File: config.mk
export PLATFORM = sky130hd
export DESIGN_NAME = sound_scheduler
export DESIGN_NICKNAME = d
export VERILOG_FILES = /design/src/rtl/rhythm_pkg.sv /design/src/rtl/sound_cmd_fifo.sv /design/src/rtl/sound_scheduler.sv
export SDC_FILE = /design/constraint.sdc
export NUM_CORES = 1
export LEC_CHECK = 0
export ABC_AREA = 1
export CAP_MARGIN = 20
export CORE_MARGIN = 2
export CORE_UTILIZATION = 55
export DETAILED_ROUTE_END_ITERATION = 10
export PLACE_DENSITY = 0.85
export SETUP_SLACK_MARGIN = 0.1
export SKIP_CTS_REPAIR_TIMING = 1
export SLEW_MARGIN = 0
export SYNTH_ARGS = -nofsm -noshare
export SYNTH_HDL_FRONTEND = slang
export SYNTH_SLANG_ARGS = --single-unit
File: constraint.sdc
create_clock -name i_Clk -period 1.9 [get_ports i_Clk]
set_input_delay 0.285 -clock i_Clk [delete_from_list [all_inputs] [get_ports i_Clk]]
set_output_delay 0.285 -clock i_Clk [all_outputs]
set_load 0.01 [all_outputs]
File: src/rtl/rhythm_pkg.sv
// Shared definitions for the rhythm game: sound command codes, scheduler
// state encoding and the default tone timing at a 50 MHz clock.
package rhythm_pkg;

    typedef enum logic [1:0] {
        SND_MUTE    = 2'd0,
        SND_PERFECT = 2'd1,
        SND_GOOD    = 2'd2,
        SND_MISS    = 2'd3
    } snd_code_t;

    typedef enum logic [1:0] {
        ST_IDLE = 2'd0,
        ST_TONE = 2'd1,
        ST_GAP  = 2'd2
    } sched_state_t;

    localparam int DEF_DUR_CYCLES  = 5_000_000;
    localparam int DEF_GAP_CYCLES  = 500_000;
    localparam int DEF_DIV_PERFECT = 23_889;
    localparam int DEF_DIV_GOOD    = 31_888;
    localparam int DEF_DIV_MISS    = 95_557;
    localparam int DEF_FIFO_DEPTH  = 4;

    function automatic int max3(input int a, input int b, input int c);
        int m;
        m = (a > b) ? a : b;
        return (m > c) ? m : c;
    endfunction

endpackage

File: src/rtl/sound_cmd_fifo.sv
// Small queue of pending sound codes. A pop and a push on the same edge are
// both accepted even when full; flush empties the queue in one cycle.
module sound_cmd_fifo #(
    parameter int DEPTH = 4,
    parameter int WIDTH = 2
) (
    input  logic             i_Clk,
    input  logic             i_Rst,
    input  logic             i_Flush,
    input  logic             i_Push,
    input  logic             i_Pop,
    input  logic [WIDTH-1:0] i_Data,
    output logic [WIDTH-1:0] o_Head,
    output logic             o_Full,
    output logic             o_Empty
);

    localparam int PTR_W = $clog2(DEPTH);
    localparam int CNT_W = $clog2(DEPTH) + 1;

    logic [WIDTH-1:0] mem [DEPTH];
    logic [PTR_W-1:0] rd_ptr;
    logic [PTR_W-1:0] wr_ptr;
    logic [CNT_W-1:0] count;
    logic             push_acc;
    logic             pop_acc;

    assign o_Full   = (count == CNT_W'(DEPTH));
    assign o_Empty  = (count == '0);
    assign pop_acc  = i_Pop && !o_Empty;
    assign push_acc = i_Push && (!o_Full || pop_acc);
    assign o_Head   = mem[rd_ptr];

    // NOTE: sequential state uses non-blocking (<=) so every register samples
    // the pre-edge values of the others, whatever order the simulator runs in.
    always_ff @(posedge i_Clk or negedge i_Rst) begin
        if (!i_Rst) begin
            rd_ptr <= '0;
            wr_ptr <= '0;
            count  <= '0;
        end else if (i_Flush) begin
            rd_ptr <= '0;
            wr_ptr <= '0;
            count  <= '0;
        end else begin
            if (push_acc) wr_ptr <= wr_ptr + 1'b1;
            if (pop_acc)  rd_ptr <= rd_ptr + 1'b1;
            if (push_acc && !pop_acc)      count <= count + 1'b1;
            else if (pop_acc && !push_acc) count <= count - 1'b1;
        end
    end

    // NOTE: the storage array has no reset; count guards every read, so
    // clearing it would only cost reset fan-out.
    always_ff @(posedge i_Clk) begin
        if (push_acc && !i_Flush) mem[wr_ptr] <= i_Data;
    end

endmodule

File: src/rtl/sound_scheduler.sv
// Plays queued judgement sounds on the piezo as fixed-length square-wave
// tones separated by silent gaps; a Miss cuts short a Perfect/Good tone.
module sound_scheduler
    import rhythm_pkg::*;
#(
    parameter int DUR_CYCLES  = DEF_DUR_CYCLES,
    parameter int GAP_CYCLES  = DEF_GAP_CYCLES,
    parameter int DIV_PERFECT = DEF_DIV_PERFECT,
    parameter int DIV_GOOD    = DEF_DIV_GOOD,
    parameter int DIV_MISS    = DEF_DIV_MISS,
    parameter int FIFO_DEPTH  = DEF_FIFO_DEPTH
) (
    input  logic       i_Clk,
    input  logic       i_Rst,
    input  logic [1:0] i_Sound_Cmd,
    input  logic       i_Enable,
    output logic       o_Piezo,
    output logic [1:0] o_Active_Cmd,
    output logic       o_Busy,
    output logic       o_Drop
);

    localparam int DUR_W  = (DUR_CYCLES > 1) ? $clog2(DUR_CYCLES) : 1;
    localparam int GAP_W  = (GAP_CYCLES > 1) ? $clog2(GAP_CYCLES) : 1;
    localparam int HALF_M = max3(DIV_PERFECT, DIV_GOOD, DIV_MISS);
    localparam int HALF_W = (HALF_M > 1) ? $clog2(HALF_M) : 1;

    localparam logic [DUR_W-1:0]  DUR_LAST  = DUR_W'(DUR_CYCLES - 1);
    localparam logic [GAP_W-1:0]  GAP_LAST  = GAP_W'(GAP_CYCLES - 1);
    localparam logic [HALF_W-1:0] PERF_LAST = HALF_W'(DIV_PERFECT - 1);
    localparam logic [HALF_W-1:0] GOOD_LAST = HALF_W'(DIV_GOOD - 1);
    localparam logic [HALF_W-1:0] MISS_LAST = HALF_W'(DIV_MISS - 1);

    sched_state_t      state_q, state_d;
    snd_code_t         active_q, active_d;
    logic              piezo_q, piezo_d;
    logic              drop_q, drop_d;
    logic [DUR_W-1:0]  dur_q, dur_d;
    logic [GAP_W-1:0]  gap_q, gap_d;
    logic [HALF_W-1:0] half_q, half_d;
    logic [HALF_W-1:0] half_last;

    logic       fifo_push, fifo_pop, fifo_flush;
    logic       fifo_full, fifo_empty;
    logic [1:0] fifo_head;
    logic       preempt;

    sound_cmd_fifo #(.DEPTH(FIFO_DEPTH), .WIDTH(2)) u_fifo (
        .i_Clk   (i_Clk),
        .i_Rst   (i_Rst),
        .i_Flush (fifo_flush),
        .i_Push  (fifo_push),
        .i_Pop   (fifo_pop),
        .i_Data  (i_Sound_Cmd),
        .o_Head  (fifo_head),
        .o_Full  (fifo_full),
        .o_Empty (fifo_empty)
    );

    always_comb begin
        case (active_q)
            SND_GOOD: half_last = GOOD_LAST;
            SND_MISS: half_last = MISS_LAST;
            default:  half_last = PERF_LAST;
        endcase
    end

    assign preempt = (state_q == ST_TONE) && (i_Sound_Cmd == SND_MISS) &&
                     ((active_q == SND_PERFECT) || (active_q == SND_GOOD));

    // NOTE: every output of this block is assigned a default first, so no
    // path through the case leaves a signal unassigned and infers a latch.
    always_comb begin
        state_d    = state_q;
        active_d   = active_q;
        piezo_d    = piezo_q;
        dur_d      = dur_q;
        gap_d      = gap_q;
        half_d     = half_q;
        drop_d     = 1'b0;
        fifo_push  = 1'b0;
        fifo_pop   = 1'b0;
        fifo_flush = 1'b0;

        if (!i_Enable) begin
            state_d    = ST_IDLE;
            active_d   = SND_MUTE;
            piezo_d    = 1'b0;
            dur_d      = '0;
            gap_d      = '0;
            half_d     = '0;
            fifo_flush = 1'b1;
        end else if (preempt) begin
            state_d    = ST_TONE;
            active_d   = SND_MISS;
            piezo_d    = 1'b0;
            dur_d      = '0;
            half_d     = '0;
            fifo_flush = 1'b1;
        end else begin
            fifo_push = (i_Sound_Cmd != SND_MUTE);
            case (state_q)
                ST_IDLE: begin
                    if (!fifo_empty) begin
                        fifo_pop = 1'b1;
                        state_d  = ST_TONE;
                        active_d = snd_code_t'(fifo_head);
                        piezo_d  = 1'b0;
                        dur_d    = '0;
                        half_d   = '0;
                    end
                end
                ST_TONE: begin
                    if (dur_q == DUR_LAST) begin
                        state_d  = ST_GAP;
                        active_d = SND_MUTE;
                        piezo_d  = 1'b0;
                        dur_d    = '0;
                        half_d   = '0;
                        gap_d    = '0;
                    end else begin
                        dur_d = dur_q + 1'b1;
                        if (half_q == half_last) begin
                            piezo_d = !piezo_q;
                            half_d  = '0;
                        end else begin
                            half_d = half_q + 1'b1;
                        end
                    end
                end
                ST_GAP: begin
                    piezo_d = 1'b0;
                    if (gap_q == GAP_LAST) begin
                        state_d = ST_IDLE;
                        gap_d   = '0;
                    end else begin
                        gap_d = gap_q + 1'b1;
                    end
                end
                default: state_d = ST_IDLE;
            endcase
            // A same-edge pop frees the slot, so only a full, non-popping queue drops.
            drop_d = fifo_push && fifo_full && !fifo_pop;
        end
    end

    always_ff @(posedge i_Clk or negedge i_Rst) begin
        if (!i_Rst) begin
            state_q  <= ST_IDLE;
            active_q <= SND_MUTE;
            piezo_q  <= 1'b0;
            drop_q   <= 1'b0;
            dur_q    <= '0;
            gap_q    <= '0;
            half_q   <= '0;
        end else begin
            state_q  <= state_d;
            active_q <= active_d;
            piezo_q  <= piezo_d;
            drop_q   <= drop_d;
            dur_q    <= dur_d;
            gap_q    <= gap_d;
            half_q   <= half_d;
        end
    end

    assign o_Piezo      = piezo_q;
    assign o_Active_Cmd = active_q;
    assign o_Drop       = drop_q;
    assign o_Busy       = (state_q != ST_IDLE) || !fifo_empty;

endmodule

==> results by group, run 1 <==
Yosys
  – Warnings, synthesis: 0
  – Post-synthesis cell count: 675
  – Largest cells by area after synthesis: dfrtp_1, nand2_1, nor2_1
  – Post-synth ARST share: 0.900
  – Number of synthesized flops with an enable pin: 8
  – Seq/Total Area, Yosys: 0.409
  – Fraction of the mapped netlist area in adder cells: 0.0291
  – Most frequent cells after synthesis: nand2_1, nor2_1, inv_1
  – Most used DFF post-synth: dfrtp_1
  – Post-synthesis register bit count: 80
  – Mapped Nets: 691
  – Cell variety after synth: 42
  – Mux cell area share after synthesis: 0
  – Synth top area share: 0.361
  – Compound-gate portion of the synthesized area: 0.0855
  – Top-count cell post-synth: nand2_1
  – Avg Inst Size Synth: 7.39 µm²
  – Synth Area in XOR/XNOR: 0.0246
  – Synth Cell Area: 0.00499 mm²
  – Simple logic cell fraction of the synthesized area: 0.368
  – Largest area contributor in the netlist: dfrtp_1
  – Largest family of logic cells by synthesized area: simple AND/OR/NAND/NOR gates

Critical path
  – Startpoint types: flip-flop
  – Critical Path RT: 2210 ps
  – Crit Path Category: reg2reg
  – Crit Path Max Fanout: 3
  – Worst setup path startpoint: o_Active_Cmd[0]
  – R2r setup slk: -10 ps
  – R2R Path End: u_fifo.count[2]
  – Critical path endpoint category: flip-flop
  – Crit path to: u_fifo.count[2]
  – Reg2reg path depth: 11
  – Worst Path Arrival: 2230 ps
  – Reg-to-Reg Start: o_Active_Cmd[0]

Place
  – Worst slack, placed: -167 ps
  – Input/output buffers: 9
  – DP HPWL: 9.06 mm
  – GP Congestion: 0.925
  – Post-DP Area: 0.00548 mm²

Layout
  – Area grow syn2layout: 21.7%
  – Final Cell Area: 0.00608 mm²
  – N_diodes: 0
  – Share of cells above drive strength 1: 0.195
  – Nets: 763
  – Final Core Density: 0.693

Power and ir drop
  – Maximum VDD drop: 0.443 mV
  – Static Leak: 2.70 nW
  – Power Dens Cells: 982 mW/mm²
  – Pwr Total: 5.97 mW

Route
  – Initial DRC count: 311
  – Final ANT Viol Nets: 0
  – DRC Markers: 0
  – Routed WL: 12.8 mm
  – Avg Vias per Cell: 5.63
  – Routed len/inst: 14.9 µm
  – Via count: 4840
  – Iteration count of the initial detailed-routing pass: 5

Timing
  – Relative slew slack: 0.646
  – Final Critical Period: 1910 ps
  – Setup Skew: 13.2 ps
  – Max-slew violation count: 0
  – Setup tns final: -13.1 ps
  – RSZ-0062 raised after global routing: yes
  – Finish-stage setup viols: 1
  – Final worst-path cycle share: 1.01
  – Maximum clock rate: 523 MHz
  – Final WS setup: -13.1 ps
  – Least-Margin Pin Slew: 531 ps
  – Fin. Hold Viols: 0

Floorplanning
  – Core region area: 0.00876 mm²
  – Die W: 99.3 µm
  – Die area: 0.00985 mm²
  – Starting Density: 0.570
  – Die height: 99.3 µm
  – I/O pins: 10
  – Row cnt: 34

Clocking
  – CTS buffer count: 9
  – H-tree Lvls: 3
  – CTS tree: done
  – Worst-path clk slew: 90 ps
  – Root buffer cell: clkbuf_8
  – Worst-skew pair later-pin latency: 370 ps
  – Clock tree sinks: 80
  – Maximum clock insertion buffer count: 2

Global routing
  – First-pass GRT wire length: 21.3 mm
  – Busiest layer in global routing: met2
  – Tot GR Track Use: 0.265
  – Largest net degree at the start of global routing: 40
  – Met3 usage: 0.0464
  – Initial antenna violation count: 0
  – Vias in the first global route: 4709
  – Grt met2 use: 0.450
  – Total gr overflow: 0
  – GR Util met1: 0.344

Worst hold path
  – HP Class: in2async

Outcome
  – Violated checks: setup timing
  – Status: finished, violations left

Run
  – Max Cap Viol: 0
-- worst max-delay path, stage by stage, from the launching register on --
cell     delay [ps]
dfrtp_1         400
inv_2            90
ha_4            210
nor2_4          130
buf_6           110
a21oi_4          60
nand4_1         120
inv_2            60
fa_2            400
nand3_1         140
nand3_2          90
nand2_1          60
-- stage by stage --
stage / hold WS [ps] / cells
after detailed placement: 309 / 824
after global placement: 297 / 824
after floorplan: -10.6 / 675
after CTS: -79.7 / 840
final: 433 / 860
after global routing: 486 / 860
-- cell usage in the layout (no fill, tap or decap), drive strengths merged, types with 8 or more instances in the layout --
cell type  synthesis  final
nand4             36     36
o21ai             49     49
a21oi             15     15
nor3              15     15
ha                10     10
clkbuf             3     10
edfxtp             8      8
inv               93     95
xor2              12     12
nand2            152    152
nor2             108    108
buf                4     60
nand3             77     77
dfrtp             72     72
-- logic make-up after synthesis --
family / Yosys count
flip-flops: 80
buffers and inverters: 101
adder cells (fa/ha/maj): 11
AO/OA/AOI/OAI: 75
XOR/XNOR: 14
AND/OR/NAND/NOR: 394
-- final cells by class --
class                      instances  area (µm²)
sequential                        80        2040
fill                             654        2690
inverter                          94         370
clock buffer                      10         128
timing repair buffer              68         586
tap                              108         135
multi-input combinational        494        2720
clock inverter                     6        90.1
-- where the power goes --
group / switching [mW] / internal (mW)
combinational: 1.42 / 1.03
sequential: 0.190 / 1.90
clock: 0.685 / 0.748
-- state kept, by name, summed over array words and instances, names as in the netlist, 3 cells and up --
name / count
u_fifo.mem: 8
gap_q: 19
half_q: 17
u_fifo.count: 3
dur_q: 23
-- layer usage --
metal,part of all wire,routed length [µm]
met3,0.057,736
met1,0.41,5290
met2,0.51,6540
met4,0.021,264
met5,0,0
-- how the worst min path moves through the flow --
stage	from	end	cells after the start
4_1_cts	i_Rst	half_q[14]	1
3_3_place_gp	i_Rst	half_q[14]	1
5_1_grt	i_Rst	dur_q[3]	2
6_report	i_Rst	half_q[10]	2
2_1_floorplan	i_Rst	dur_q[0]	0
3_5_place_dp	i_Rst	half_q[14]	1
(Power assumes the default switching activity.)
==> run 2, diff against run 1 <==
--- a/config.mk
+++ b/config.mk
@@ -10,7 +10,8 @@
 export CORE_MARGIN = 2
 export CORE_UTILIZATION = 55
 export DETAILED_ROUTE_END_ITERATION = 10
-export PLACE_DENSITY = 0.85
+export DONT_BUFFER_PORTS = 1
+export PLACE_DENSITY = 0.83
 export SETUP_SLACK_MARGIN = 0.1
 export SKIP_CTS_REPAIR_TIMING = 1
 export SLEW_MARGIN = 0
==> run 2 against run 1 <==
Compared with the run above:
- design area is 5.8% lower
- critical endpoint is now half_q[13]
- highest routed layer unchanged
- the run ends with hold timing left
- total power decreased by 14%
- sequential power barely moved
==> results by group, run 2 (synthesis gave the netlist of run 1 again) <==
Clocking
  – Clock tree sinks: 80
  – Worst-path clk slew: 90 ps
  – CTS tree: done
  – H-tree Lvls: 3
  – Worst-skew pair later-pin latency: 360 ps
  – Maximum clock insertion buffer count: 2
  – Root buffer cell: clkbuf_8
  – CTS buffer count: 9

Critical path
  – Critical path endpoint category: flip-flop
  – Crit path top cell by count: o21ai_1
  – WP buf/inv: 1
  – Reg-to-Reg Start: o_Active_Cmd[1]
  – R2R Path End: half_q[13]
  – Crit Path Max Fanout: 7
  – Crit path cell chain: ha_4, nor2_4, nand2_4, nand3_4, buf_6, nand4_1, o21ai_1, o21ai_1, nor2_1
  – Worst Path Arrival: 2110 ps
  – CP top delay family: simple AND/OR/NAND/NOR gates
  – R2r setup slk: 80 ps
  – Critical Path RT: 2190 ps
  – CP max stage cell: dfrtp_2
  – Reg2reg path depth: 9
  – Startpoint types: flip-flop
  – CP peak stage delay: 430 ps
  – Crit Path Category: reg2reg

Global routing
  – Total gr overflow: 0
  – First-pass GRT wire length: 19.9 mm
  – Tot GR Track Use: 0.248
  – Largest net degree at the start of global routing: 73
  – Vias in the first global route: 4393
  – Initial antenna violation count: 0

Floorplanning
  – Core region area: 0.00876 mm²
  – Die W: 99.3 µm
  – Starting Density: 0.570
  – I/O pins: 10
  – Die area: 0.00985 mm²
  – Die height: 99.3 µm
  – Row cnt: 34

Route
  – Iteration count of the initial detailed-routing pass: 6
  – Via count: 4688
  – Routed WL: 12.2 mm
  – Initial DRC count: 260
  – Routed len/inst: 14.9 µm
  – Avg Vias per Cell: 5.70
  – DRC Markers: 0
  – Final ANT Viol Nets: 0

Place
  – GP Congestion: 0.949
  – Input/output buffers: 0
  – Post-DP Area: 0.00520 mm²
  – DP HPWL: 8.45 mm

Timing
  – Least-Margin Pin Slew: 378 ps
  – Final worst-path cycle share: 0.958
  – Relative slew slack: 0.747
  – Fin Hold WS: -388 ps
  – Final Critical Period: 1820 ps
  – Maximum clock rate: 549 MHz
  – Max-slew violation count: 0
  – Setup tns final: 0 ps
  – RSZ-0062 raised after global routing: yes
  – Setup Skew: 13.1 ps
  – Finish-stage setup viols: 0
  – Fin. Hold Viols: 72

Layout
  – N_diodes: 0
  – Share of cells above drive strength 1: 0.174
  – Most common cell after layout, fill and taps aside: nand2_1
  – Number of flip-flops in the largest register: 23
  – Commonest cells after routing, fill and taps aside: nand2_1, nor2_1, inv_1
  – Top Registers: dur_q (23), gap_q (19), half_q (17)
  – Nets: 725
  – Final Core Density: 0.653
  – Final Cell Area: 0.00572 mm²
  – Area grow syn2layout: 14.7%
  – Reg with most FFs: dur_q

Power and ir drop
  – Static Leak: 2.50 nW
  – Clock share of power: 0.220
  – Comb pwr share: 0.373
  – Share of power burned in registers: 0.406
  – Net switching power: 2.10 mW
  – Power Internal: 3.05 mW
  – Sw Share: 0.408
  – Maximum VDD drop: 0.617 mV
  – Pwr Total: 5.16 mW
  – Power Dens Cells: 901 mW/mm²

Run
  – Max Cap Viol: 0

Outcome
  – Violated checks: hold timing
  – Status: finished, violations left

Worst hold path
  – HP Class: in2async
-- run 2: layout make-up --
class                      count  area, µm²
fill                         704       3040
multi-input combinational    494       2750
sequential                    80       2040
inverter                      94        373
timing repair buffer          30        249
tap                          108        135
clock buffer                  10        128
clock inverter                 6       43.8
-- run 2: worst register-to-register path, cell delays in order (launching register included) --
cell and delay (ps):
dfrtp_2 430, ha_4 250, nor2_4 160, nand2_4 90
nand3_4 90, buf_6 130, nand4_1 160, o21ai_1 230
o21ai_1 100, nor2_1 110
-- run 2: worst max path at each step --
stage / cells past startpoint / start / end / slack [ps]
floorplan: 8 / o_Active_Cmd[0] / u_fifo.count[1] / 90
global placement: 10 / o_Active_Cmd[0] / half_q[13] / 80
detailed placement: 10 / o_Active_Cmd[0] / half_q[13] / 7
CTS: 9 / o_Active_Cmd[1] / half_q[13] / -30
global route: 10 / gap_q[0] / gap_q[17] / -20
finish: 9 / o_Active_Cmd[1] / half_q[13] / 80
-- run 2: power groups by stage --
stage | combinational [mW] | sequential (mW) | clock (mW)
after CTS | 1.63 | 2.07 | 1.16
after global routing | 2.15 | 2.12 | 1.23
after global placement | 1.56 | 2.09 | 0
final | 1.93 | 2.09 | 1.14
after floorplan | 1.24 | 2.07 | 0
after detailed placement | 1.62 | 2.10 | 0
-- run 2: per-stage QoR --
| step | hold WS, ps | worst slack [ps] | cells |
|---|---|---|---|
| floorplan | -10.6 | 88.0 | 675 |
| global placement | -7.15 | 82.0 | 791 |
| detailed placement | -6.63 | 6.65 | 791 |
| CTS | -410 | -34.7 | 807 |
| global route | -413 | -25.0 | 822 |
| finish | -388 | 79.0 | 822 |
-- run 2: per-layer routing --
| metal | part of all wire | global-route usage |
|---|---|---|
| met1 | 0.42 | 0.328 |
| met2 | 0.50 | 0.414 |
| met3 | 0.062 | 0.0541 |
| met4 | 0.014 | 0.0685 |
| met5 | 0 | 0 |
==> run 3, diff against run 2 <==
--- a/config.mk
+++ b/config.mk
@@ -11,7 +11,7 @@
 export CORE_UTILIZATION = 55
 export DETAILED_ROUTE_END_ITERATION = 10
 export DONT_BUFFER_PORTS = 1
-export PLACE_DENSITY = 0.83
+export PLACE_DENSITY = 0.73
 export SETUP_SLACK_MARGIN = 0.1
 export SKIP_CTS_REPAIR_TIMING = 1
 export SLEW_MARGIN = 0
==> run 3 against run 2 <==
Compared with the run above:
- the flow still finishes with violations (hold timing)
- first-iteration DRC count up 15%
- design area is 2.6% higher
- clock skew down 2.1 ps
- sequential share of layout area shrank 0.90 points
- die area did not move
- count of clock-buffer cells in the layout fell by 1
- non-clock buffer count increased by 16
- sequential cell count unchanged
- critical path depth unchanged
==> results by group, run 3 (synthesis gave the netlist of run 1 again) <==
Layout
  – Register Area: 0.00204 mm²
  – Commonest cells after routing, fill and taps aside: nand2_1, nor2_1, inv_1
  – Area of the multi-input gates: 0.00272 mm²
  – Nets: 742
  – Number of flip-flops in the largest register: 23
  – Final Cell Area: 0.00587 mm²
  – Reg with most FFs: dur_q
  – Share of cells above drive strength 1: 0.179
  – Most common cell after layout, fill and taps aside: nand2_1
  – Area grow syn2layout: 17.6%
  – Top Registers: dur_q (23), gap_q (19), half_q (17)
  – Fillers: 724
  – N_diodes: 0

Power and ir drop
  – Sw Share: 0.397
  – Power Internal: 3.39 mW
  – Net switching power: 2.23 mW
  – Comb pwr share: 0.399
  – Share of power burned in registers: 0.371
  – Clock share of power: 0.230
  – Power Dens Cells: 959 mW/mm²
  – Static Leak: 2.60 nW
  – Maximum VDD drop: 0.526 mV

Clocking
  – CTS tree: done
  – Worst-skew pair later-pin latency: 360 ps
  – Maximum clock insertion buffer count: 2
  – Root buffer cell: clkbuf_8
  – Clock tree sinks: 80
  – Worst-path clk slew: 90 ps
  – CTS buffer count: 9
  – H-tree Lvls: 3

Timing
  – Final worst-path cycle share: 0.945
  – Final WS setup: 104 ps
  – Setup Skew: 11.0 ps
  – Maximum clock rate: 557 MHz
  – RSZ-0062 raised after global routing: yes
  – Max-slew violation count: 0
  – Final Critical Period: 1800 ps
  – Fin. Hold Viols: 72
  – Relative slew slack: 0.772
  – Finish-stage setup viols: 0
  – Fin Hold WS: -389 ps
  – Least-Margin Pin Slew: 341 ps

Run
  – Max Cap Viol: 0

Floorplanning
  – I/O pins: 10
  – Row cnt: 34
  – Starting Density: 0.570
  – Die area: 0.00985 mm²
  – Die W: 99.3 µm
  – Die height: 99.3 µm
  – Core region area: 0.00876 mm²

Critical path
  – R2R Path End: dur_q[8]
  – Startpoint types: flip-flop
  – Crit Path Category: reg2reg
  – Critical Path RT: 2200 ps
  – Reg-to-Reg Start: o_Active_Cmd[1]
  – R2r setup slk: 100 ps
  – Worst Path Arrival: 2090 ps
  – Reg2reg path depth: 9
  – Crit Path Max Fanout: 9
  – Critical path endpoint category: flip-flop

Route
  – Iteration count of the initial detailed-routing pass: 7
  – Avg Vias per Cell: 5.54
  – Final ANT Viol Nets: 0
  – DRC Markers: 0
  – Initial DRC count: 300
  – Routed len/inst: 14.8 µm
  – Via count: 4650
  – Routed WL: 12.4 mm

Worst hold path
  – HP Class: in2async

Global routing
  – Vias in the first global route: 4464
  – Largest net degree at the start of global routing: 73
  – Total gr overflow: 0
  – Tot GR Track Use: 0.257
  – First-pass GRT wire length: 20.7 mm
  – Initial antenna violation count: 0

Outcome
  – Violated checks: hold timing
  – Status: finished, violations left

Place
  – Post-DP Area: 0.00528 mm²
  – DP HPWL: 8.77 mm
  – GP Congestion: 0.933
  – Input/output buffers: 0
  – Worst slack, placed: 50.9 ps
## run 3: layer usage
metal	vias to the layer above	part of all wire	GRT usage
li1	2318	-	-
met1	2181	0.45	0.351
met2	139	0.48	0.425
met3	12	0.050	0.0478
met4	0	0.013	0.0695
met5	-	0	0
## run 3: area by class of cell
type	instances	area share
Clock inverter	7	0.0132
Sequential cell	80	0.348
Tap cell	108	0.0230
Inverter	94	0.0642
Timing Repair Buffer	46	0.0648
Timing Repair inverter	1	0.00277
Multi-Input combinational cell	494	0.463
Clock buffer	9	0.0211
## run 3: how the worst max path moves through the flow
stage | start | end | slack (ps)
floorplan | o_Active_Cmd[0] | u_fifo.count[1] | 90
global placement | o_Active_Cmd[0] | half_q[13] | 50
detailed placement | o_Active_Cmd[0] | half_q[8] | 50
CTS | u_fifo.count[0] | u_fifo.count[1] | 5
global route | o_Active_Cmd[0] | half_q[11] | -40
finish | o_Active_Cmd[1] | dur_q[8] | 100
## run 3: stage by stage
stage               instances  power [mW]  hold WS [ps]  utilization  setup TNS, ps
floorplan                 675        3.31         -10.6            -              0
global placement          801        3.69         -8.56        0.602              0
detailed placement        801        3.74         -8.64        0.602              0
CTS                       817        5.05          -397        0.625              0
global route              839        5.98          -417        0.670          -39.3
finish                    839        5.63          -389        0.670              0
## run 3: power groups by stage
stage,clock network [mW],registers [mW],logic [mW]
2_1_floorplan,0,2.07,1.24
3_3_place_gp,0,2.09,1.60
3_5_place_dp,0,2.10,1.65
4_1_cts,1.33,2.06,1.67
5_1_grt,1.39,2.11,2.48
6_report,1.30,2.09,2.25
## run 3: worst max-delay path, stage by stage (launching register included)
cell and delay (ps):
dfrtp_2 430, ha_4 250, nor2_4 160, nand2_4 80, nand3_4 110, nand2_8 120, buf_6 150, or2_0 210
xor2_1 140, nor2_1 80
